==> src/rtl/perm_pkg.sv <==
// rtl/perm_pkg.sv - shared types and constants for the Keccak-f[1600] permutation control
package perm_pkg;

  localparam int NROUNDS_DEF = 24;
  localparam int NCHUNKS_DEF = 8;
  localparam int CHUNK_W     = 200;
  localparam int LANE_W      = 64;

  typedef enum logic [1:0] {
    LOAD,
    RUN,
    UNLOAD
  } seq_state_e;

  typedef logic [LANE_W-1:0]  lane_t;
  typedef lane_t [4:0][4:0]   state_t;
  typedef logic [CHUNK_W-1:0] chunk_t;

endpackage

==> src/rtl/perm_round_seq_if.sv <==
// rtl/perm_round_seq_if.sv - sequencer handshake bundle; PERM_ROUND_SEQ_ABORT_EN adds abort
interface perm_round_seq_if;
  logic       pushin;
  logic [2:0] dix;
  logic       in_ready;
  logic       load_en;
  logic       sel_din;
  logic       round_en;
  logic [4:0] round_idx;
  logic       pushout;
  logic [2:0] doutix;
  logic       busy;
  logic       err_order;
`ifdef PERM_ROUND_SEQ_ABORT_EN
  logic       abort;

  modport master (
    input  pushin, dix, abort,
    output in_ready, load_en, sel_din, round_en, round_idx,
           pushout, doutix, busy, err_order
  );
  modport slave (
    output pushin, dix, abort,
    input  in_ready, load_en, sel_din, round_en, round_idx,
           pushout, doutix, busy, err_order
  );
`else
  modport master (
    input  pushin, dix,
    output in_ready, load_en, sel_din, round_en, round_idx,
           pushout, doutix, busy, err_order
  );
  modport slave (
    output pushin, dix,
    input  in_ready, load_en, sel_din, round_en, round_idx,
           pushout, doutix, busy, err_order
  );
`endif
endinterface

==> src/rtl/perm_mod_cnt.sv <==
// rtl/perm_mod_cnt.sv - modulo counter with synchronous clear, enable, step and terminal flag
module perm_mod_cnt #(
  parameter int MOD  = 8,
  parameter int STEP = 1,
  parameter int W    = 3
) (
  input  logic         clk,
  input  logic         clr,
  input  logic         en,
  output logic [W-1:0] q,
  output logic         last
);
  localparam logic [W-1:0] LAST_Q = W'(MOD - STEP);

  assign last = (q == LAST_Q);

  always_ff @(posedge clk) begin
    if (clr) begin
      q <= '0;
    end else if (en) begin
      q <= last ? '0 : q + W'(STEP);
    end
  end
endmodule

==> src/rtl/perm_round_seq.sv <==
// rtl/perm_round_seq.sv - Keccak-f[1600] load/run/unload sequencer; PERM_ROUND_SEQ_ABORT_EN adds abort input
module perm_round_seq
  import perm_pkg::*;
#(
  parameter int NROUNDS = NROUNDS_DEF,
  parameter int NCHUNKS = NCHUNKS_DEF,
  parameter int RPC     = 1
) (
  input logic              clk,
  input logic              reset,
  perm_round_seq_if.master bus
);
  seq_state_e state, state_n;
  logic       abort;
  logic [2:0] exp_q, unl_q;
  logic [4:0] rnd_q;
  logic       exp_last, rnd_last, unl_last;
  logic       accept, mis_order, block_done;
  logic       sel_din_q, round_en_q, pushout_q, busy_q, err_order_q;

`ifdef PERM_ROUND_SEQ_ABORT_EN
  assign abort = bus.abort;
`else
  assign abort = 1'b0;
`endif

  assign bus.in_ready = (state == LOAD);
  assign accept       = bus.in_ready && bus.pushin && (bus.dix == exp_q);
  assign mis_order    = bus.in_ready && bus.pushin && (bus.dix != exp_q);
  assign block_done   = accept && exp_last;
  assign bus.load_en  = accept;

  perm_mod_cnt #(.MOD(NCHUNKS), .STEP(1), .W(3)) u_exp_cnt (
    .clk  (clk),
    .clr  (reset || abort),
    .en   (accept),
    .q    (exp_q),
    .last (exp_last)
  );

  // Round counter holds on its terminal value so round_idx keeps its last value outside RUN.
  perm_mod_cnt #(.MOD(NROUNDS), .STEP(RPC), .W(5)) u_rnd_cnt (
    .clk  (clk),
    .clr  (reset || abort || block_done),
    .en   ((state == RUN) && !rnd_last),
    .q    (rnd_q),
    .last (rnd_last)
  );

  perm_mod_cnt #(.MOD(NCHUNKS), .STEP(1), .W(3)) u_unl_cnt (
    .clk  (clk),
    .clr  (reset || abort),
    .en   (state == UNLOAD),
    .q    (unl_q),
    .last (unl_last)
  );

  always_ff @(posedge clk) begin
    if (reset) begin
      state <= LOAD;
    end else begin
      state <= state_n;
    end
  end

  always_comb begin
    state_n = state;
    unique case (state)
      LOAD:    if (block_done) state_n = RUN;
      RUN:     if (rnd_last)   state_n = UNLOAD;
      UNLOAD:  if (unl_last)   state_n = LOAD;
      default:                 state_n = LOAD;
    endcase
    if (abort) begin
      state_n = LOAD;
    end
  end

  always_ff @(posedge clk) begin
    if (reset) begin
      sel_din_q   <= 1'b0;
      round_en_q  <= 1'b0;
      pushout_q   <= 1'b0;
      busy_q      <= 1'b0;
      err_order_q <= 1'b0;
    end else begin
      sel_din_q   <= (state == LOAD) && (state_n == RUN);
      round_en_q  <= (state_n == RUN);
      pushout_q   <= (state_n == UNLOAD);
      busy_q      <= (state_n != LOAD);
      err_order_q <= err_order_q || mis_order;
    end
  end

  assign bus.sel_din   = sel_din_q;
  assign bus.round_en  = round_en_q;
  assign bus.round_idx = rnd_q;
  assign bus.pushout   = pushout_q;
  assign bus.doutix    = unl_q;
  assign bus.busy      = busy_q;
  assign bus.err_order = err_order_q;
endmodule

==> src/flat_wrapper.sv <==
// flat-port wrapper written by rule: the top's interface ports become plain ports
module perm_round_seq_flat import perm_pkg::*;
#(
  parameter int NROUNDS = NROUNDS_DEF,
  parameter int NCHUNKS = NCHUNKS_DEF,
  parameter int RPC     = 1
)
  (clk, reset, bus_pushin, bus_dix, bus_in_ready, bus_load_en, bus_sel_din, bus_round_en, bus_round_idx, bus_pushout, bus_doutix, bus_busy, bus_err_order);
  perm_round_seq_if bus_i ();
  input logic clk;
  input logic reset;
  input wire logic [$bits(bus_i.pushin)-1:0] bus_pushin;
  input wire logic [$bits(bus_i.dix)-1:0] bus_dix;
  output wire logic [$bits(bus_i.in_ready)-1:0] bus_in_ready;
  output wire logic [$bits(bus_i.load_en)-1:0] bus_load_en;
  output wire logic [$bits(bus_i.sel_din)-1:0] bus_sel_din;
  output wire logic [$bits(bus_i.round_en)-1:0] bus_round_en;
  output wire logic [$bits(bus_i.round_idx)-1:0] bus_round_idx;
  output wire logic [$bits(bus_i.pushout)-1:0] bus_pushout;
  output wire logic [$bits(bus_i.doutix)-1:0] bus_doutix;
  output wire logic [$bits(bus_i.busy)-1:0] bus_busy;
  output wire logic [$bits(bus_i.err_order)-1:0] bus_err_order;
  assign bus_i.pushin = bus_pushin;
  assign bus_i.dix = bus_dix;
  assign bus_in_ready = bus_i.in_ready;
  assign bus_load_en = bus_i.load_en;
  assign bus_sel_din = bus_i.sel_din;
  assign bus_round_en = bus_i.round_en;
  assign bus_round_idx = bus_i.round_idx;
  assign bus_pushout = bus_i.pushout;
  assign bus_doutix = bus_i.doutix;
  assign bus_busy = bus_i.busy;
  assign bus_err_order = bus_i.err_order;
  perm_round_seq #(.NROUNDS(NROUNDS), .NCHUNKS(NCHUNKS), .RPC(RPC)) u_core (.clk(clk), .reset(reset), .bus(bus_i));
endmodule
==> config.mk <==
export PLATFORM = sky130hd
export DESIGN_NAME = perm_round_seq_flat
export DESIGN_NICKNAME = d
export VERILOG_FILES = /design/src/rtl/perm_pkg.sv /design/src/rtl/perm_round_seq_if.sv /design/src/rtl/perm_mod_cnt.sv /design/src/rtl/perm_round_seq.sv /design/src/flat_wrapper.sv
export SDC_FILE = /design/constraint.sdc
export NUM_CORES = 1
export LEC_CHECK = 0
export ABC_AREA = 1
export CORE_MARGIN = 2
export CORE_UTILIZATION = 54
export CTS_BUF_LIST = sky130_fd_sc_hd__clkbuf_2 sky130_fd_sc_hd__clkbuf_4 sky130_fd_sc_hd__clkbuf_8
export DETAILED_ROUTE_END_ITERATION = 7
export PLACE_DENSITY = 0.86
export SLEW_MARGIN = 20
export SYNTH_ARGS = -nofsm -noshare
export SYNTH_HDL_FRONTEND = slang
export SYNTH_SLANG_ARGS = --single-unit
export TNS_END_PERCENT = 20
==> constraint.sdc <==
create_clock -name clk -period 1.8 [get_ports clk]
set_input_delay 0.36 -clock clk [delete_from_list [all_inputs] [get_ports clk]]
set_output_delay 0.36 -clock clk [all_outputs]
set_load 0.02 [all_outputs]
# Yosys cells after proc, flatten, opt, wreduce, memory -nomap -nowiden

Cells that the tools add are included.

Input bits: 6
Word-level logic and storage cells: 39
Output and inout port bits: 15
Register bits: 18

Reduce and logical (&&, ||, !) cells: 11
Muxes and demuxes: 7
Add/sub/neg operators: 3
Equality and inequality tests: 9

Operators by type and width:

| operator                                                         | count |
|---|---|
| 3-bit by 1-bit adder with 3-bit output (second input constant)   | 2 |
| 3-bit == test (second input constant)                            | 2 |
| 1-bit logical AND                                                | 6 |
| 2-bit 2-to-1 mux                                                 | 3 |
| 3-bit 2-to-1 mux                                                 | 2 |
| 2-bit one-hot mux with 3 select lines                            | 1 |
| 5-bit by 1-bit adder with 5-bit output (second input constant)   | 1 |
| 5-bit == test (second input constant)                            | 1 |
| 5-bit 2-to-1 mux                                                 | 1 |
| 2-bit by 1-bit == test with 1-bit output (second input constant) | 2 |
| 2-bit == test (second input constant)                            | 2 |
| 3-bit == test                                                    | 1 |
| 3-bit inequality test                                            | 1 |
| 2-bit logical NOT                                                | 1 |
| 1-bit logical OR                                                 | 2 |
| 2-bit nonzero test                                               | 1 |
| 1-bit logical NOT                                                | 1 |

# Logic depth before layout (Yosys ltp)

Word-level depth: 8
Depth in mapped cells: 8

# By module

A second synthesis with hierarchy kept.

Cell total of the unflattened synthesis: 119
Area, all modules: 862.1 um2

By module, submodules not included:

| module                              | area each (um2) | sequential area each (um2) | cells an instance | times used |
|---|---|---|---|---|
| perm_round_seq                      | 309.0           | 140.1                      | 46                | 1 |
| perm_mod_cnt (u_core.u_exp_cnt ...) | 145.1           | 60.1                       | 19                | 2 |
| perm_mod_cnt (u_core.u_rnd_cnt)     | 262.8           | 100.1                      | 35                | 1 |

# Least setup slack after synthesis

Ideal clock, no wire load.

Path kind: register to output
From: register u_core.state[1]
To: output bus_load_en
Slack: 0.428 ns
Buffers on the path: 0
Stages on the path, launching flop included: 6
Data arrival time: 1.012 ns
Required time: 1.440 ns
Cell sequence: dfxtp_1 -> nor2_2 -> inv_2 -> nor2_8 -> nand3_4 -> clkinv_2

Word-level cells in the longest chain between the ends: 3

Ends and longest elaborated chain:

| item                           | RTL line             | text |
|---|---|---|
| start, declared                | perm_round_seq.sv:13 | `seq_state_e state, state_n;` |
| start signal, assigned         | perm_round_seq.sv:62 | `state <= state_n;` |
| 2-bit logical NOT              | perm_round_seq.sv:27 | `assign bus.in_ready = (state == LOAD);` |
| via bus_in_ready               | flat_wrapper.sv:14   | `output wire logic [$bits(bus_i.in_ready)-1:0] bus_in_ready;` |
| 1-bit logical AND (2 in a row) | perm_round_seq.sv:28 | `assign accept = bus.in_ready && bus.pushin && (bus.dix == exp_q);` |
| end, declared                  | flat_wrapper.sv:15   | `output wire logic [$bits(bus_i.load_en)-1:0] bus_load_en;` |

The timed path passes the listed nets, and every way through them passes these cells.

# Final worst setup path

From: input bus_dix[1]
To: output bus_load_en

Word-level cells in the longest chain between the ends: 2

Ends and longest elaborated chain:

| item              | RTL line             | text |
|---|---|---|
| start, declared   | flat_wrapper.sv:13   | `input wire logic [$bits(bus_i.dix)-1:0] bus_dix;` |
| 3-bit == test     | perm_round_seq.sv:28 |  |
| 1-bit logical AND | perm_round_seq.sv:28 |  |

Every way passes these cells.

==> results.md <==
* Run status: finished, final reports clean
* Number of search-and-repair iterations in the first detailed-routing pass at 4
* Area inside the core boundary at 1506 um2
* Category of the critical setup timing path: in -> out
* Die W at 43.90 um
* Buffer cell driving the clock tree root: sky130_fd_sc_hd__clkbuf_4
* Insertion delay of the later-clocked pin in the worst-skew pair at 0.29 ns
* Synth warnings at 0
* Launch instance of the worst min-delay path: u_core.bus.err_order
* Number of distinct library cell variants in the gate-level netlist after synthesis at 22
* Launch point of the worst reg-to-reg path: u_core.u_rnd_cnt.q[0]
* Port bufs at 20
* DP Wirelength at 1269 um
* Overall die height at 43.90 um
* Clock tree from TritonCTS: built
* CTS H-tree depth at 1
* Hold/Removal Path Class: reg -> reg
* Number of buffers inserted during clock tree synthesis at 3
* Final hold viol count at 0
* Number of nets with antenna violations after detailed routing at 0
* Design area at 1166 um2
* Initial cell density of the core at 0.5706
* Post-Route Hold Slack at 0.4746 ns
* Post-synthesis area per instance at 8.033 um2
* Detailed-route vias per instance at 5.059
* Category of the worst setup path launch point: input port
* Headroom to the max-slew limit at 0.8497
* Global-route wire length before repair at 2760 um
* NumNets Final at 148
* Fmax achieved at 573.7 MHz
* Synthesized netlist net count at 118
* Comb power frac at 0.097
* Crit path capture type: output port
* Core Util, Final at 0.7741
* Number of antenna violations at the first check in global routing at 0
* Cell depth of the worst flop-to-flop path at 5
* Endpoint of the lowest-slack register-to-register path: u_core.u_rnd_cnt.q[2]
* Switching share of total power at 0.2191
* Maximum number of pins on one net before global-route repair at 11
* Worst path required time at 1.44 ns
* Power per Cell Area at 614.8 nW/um2
* Final period util at 0.9683
* Placer congestion estimate at 0.8320
* Row count at 14
* Max rail drop VDD at 0.6628 mV
* Total inserted antenna cells at 0
* Vias in the first global route at 691
* Mean routed wirelength per cell at 10.65 um
* Unrepaired setup endpoints after global routing: no
* Final Critical Period at 1.743 ns
* Post-CTS Hold Buffers at 0
* Worst hold path depth at 2
* Number of DRC markers in iteration 0 at 18
* Share of layout cells above drive strength 1 at 0.1985
* Gate count after technology mapping at 107
* Sink count of the clock tree at 18
* Routed wire length at 1619 um
* Sequential share of power at 0.565
* Cell Count, Final, Fillers Out at 152
* Number of remaining DRC errors at 0
* Area added between synthesis and finish at 35.66%
* Part of the total power dissipated in the clock network at 0.338
* Max Fanout on Critical Path at 2
* Final setup vio count at 0
* Clock input transition at the sequential cells of the worst setup and hold paths at 0.09 ns
* Net load switching power at 0.1571 mW
* Worst-margin pin slew at 0.2247 ns
* Count of final max-slew check failures at 0
* Int Power at 0.5598 mW
* IO Pins at 21
* Maximum clock path buffer count at 2
* Remaining global-route overflow at 0
* Reported leakage power at 0.5593 nW
* Portion of the post-synthesis area used by sequential elements at 0.4192
* Total Die Area at 1927 um2
* Post-placement cell count at 147
* Flop and latch count out of synthesis at 18
* Final Total Pwr at 0.7169 mW
* Post-Synthesis Cell Area at 859.6 um2
* Worst R2R Setup Slack at 0.53 ns
* Overall Global Routing Usage at 0.1945
* Max cap viols at 0
* CP arrival at 1.38 ns
* Area of placed instances at 1110 um2
* Max Clock Skew at 0.005517 ns
* Min-Delay Endpoint: u_core.bus.err_order
* Total vias in the final route at 769
==> synth_stat cells, drive strengths merged <==
cell type  number  area (um2)
or2             1       6.260
ha              5       62.56
clkinv          1       5.000
nand4           2       27.53
nand3           2       22.52
dfxtp          18       360.4
o21ai           7       35.03
xnor2           2       25.03
nor2           16       88.83
inv            19       71.31
nor3            1       10.01
a21oi           7       35.03
nand2          26       110.1
==> state kept, by name (all words and copies together), names as in the netlist <==
register and cells:
u_core.bus.busy 1, u_core.bus.err_order 1, u_core.bus.pushout 1, u_core.bus.round_en 1, u_core.bus.sel_din 1, u_core.state 2
u_core.u_exp_cnt.q 3, u_core.u_rnd_cnt.q 5, u_core.u_unl_cnt.q 3
==> cell usage in the layout (no fill, tap or decap) <==
master / instances
sky130_fd_sc_hd__nand3_1: 1
sky130_fd_sc_hd__nor2_8: 1
sky130_fd_sc_hd__inv_1: 18
sky130_fd_sc_hd__nand2_2: 7
sky130_fd_sc_hd__ha_1: 5
sky130_fd_sc_hd__inv_4: 1
sky130_fd_sc_hd__or2_0: 1
sky130_fd_sc_hd__inv_2: 1
sky130_fd_sc_hd__o21ai_0: 6
sky130_fd_sc_hd__xnor2_2: 1
sky130_fd_sc_hd__nor2_4: 1
sky130_fd_sc_hd__nand3_4: 1
sky130_fd_sc_hd__a21oi_1: 7
sky130_fd_sc_hd__clkdlybuf4s50_1: 17
sky130_fd_sc_hd__nor3_2: 1
sky130_fd_sc_hd__nand4_4: 1
sky130_fd_sc_hd__buf_6: 1
sky130_fd_sc_hd__clkbuf_4: 3
sky130_fd_sc_hd__dlymetal6s2s_1: 2
sky130_fd_sc_hd__buf_4: 5
sky130_fd_sc_hd__nor2_2: 2
sky130_fd_sc_hd__clkbuf_8: 1
sky130_fd_sc_hd__nand4_1: 1
sky130_fd_sc_hd__o21ai_1: 1
sky130_fd_sc_hd__dfxtp_1: 18
sky130_fd_sc_hd__nor2_1: 12
sky130_fd_sc_hd__xnor2_1: 1
sky130_fd_sc_hd__nand2_1: 19
==> layer usage <==
metal | GRT usage | vias up | wire length, um
met1 | 0.2435 | 349 | 719
met2 | 0.3176 | 24 | 783
met3 | 0.05417 | 4 | 98
li1 | - | 392 | -
met5 | 0 | - | 0
met4 | 0.07273 | 0 | 18
==> cells by family after synthesis <==
logic type | Yosys count | synth area share
AOI/OAI and AO/OA | 14 | 0.08151
buffers and inverters | 20 | 0.08878
and+or+nand+nor | 48 | 0.3086
xor gates and xnor gates | 2 | 0.02912
DFF | 18 | 0.4192
adders and majority gates | 5 | 0.07278
==> cell type report <==
cell class / count / area, um2
inverter: 20 / 77.57
multi-input combinational: 69 / 427.9
clock buffer: 4 / 36.28
fill: 122 / 340.3
timing repair buffer: 25 / 244.0
sequential: 18 / 360.3
tap: 16 / 20.02
==> worst max-delay path by stage <==
stage	from	endpoint	slack (ns)	cells past startpoint
floorplan	u_core.state[1]	bus_load_en	0.43	5
global placement	bus_dix[1]	bus_load_en	-0.41	8
detailed placement	bus_dix[1]	bus_load_en	-0.43	8
CTS	bus_dix[1]	bus_load_en	0.008	8
global route	bus_dix[1]	bus_load_en	0.003	8
finish	bus_dix[1]	bus_load_en	0.06	8
==> critical path: stages <==
cell,delay (ns)
sky130_fd_sc_hd__clkdlybuf4s50_1,0.48
sky130_fd_sc_hd__inv_1,0.06
sky130_fd_sc_hd__nand2_2,0.06
sky130_fd_sc_hd__nand2_2,0.06
sky130_fd_sc_hd__nor2_4,0.11
sky130_fd_sc_hd__nand3_4,0.09
sky130_fd_sc_hd__inv_4,0.06
sky130_fd_sc_hd__buf_6,0.10
==> repair_timing <==
action                     4_1_cts  5_1_grt
cloned                           0        0
setup buffers                    0        1
setup endpoints to repair        1        2
gates resized for setup          4        7
pin swaps                        0        3
==> through the flow <==
| step | TNS [ns] | setup WS, ns |
|---|---|---|
| 3_5_place_dp | -0.4285 | -0.4285 |
| 4_1_cts | 0 | 0.008477 |
| 5_1_grt | 0 | 0.002659 |
| 2_1_floorplan | 0 | 0.4278 |
| 6_report | 0 | 0.05707 |
| 3_3_place_gp | -0.4070 | -0.4070 |
==> power by group through the flow <==
| stage | sequential (mW) | clock [mW] | combinational (mW) |
|---|---|---|---|
| 2_1_floorplan | 0.416 | 0 | 0.0352 |
| 3_3_place_gp | 0.414 | 0 | 0.0654 |
| 3_5_place_dp | 0.414 | 0 | 0.0668 |
| 4_1_cts | 0.405 | 0.248 | 0.0663 |
| 5_1_grt | 0.406 | 0.264 | 0.0771 |
| 6_report | 0.405 | 0.242 | 0.0695 |
Note: power is estimated with default switching activity, not from simulation.
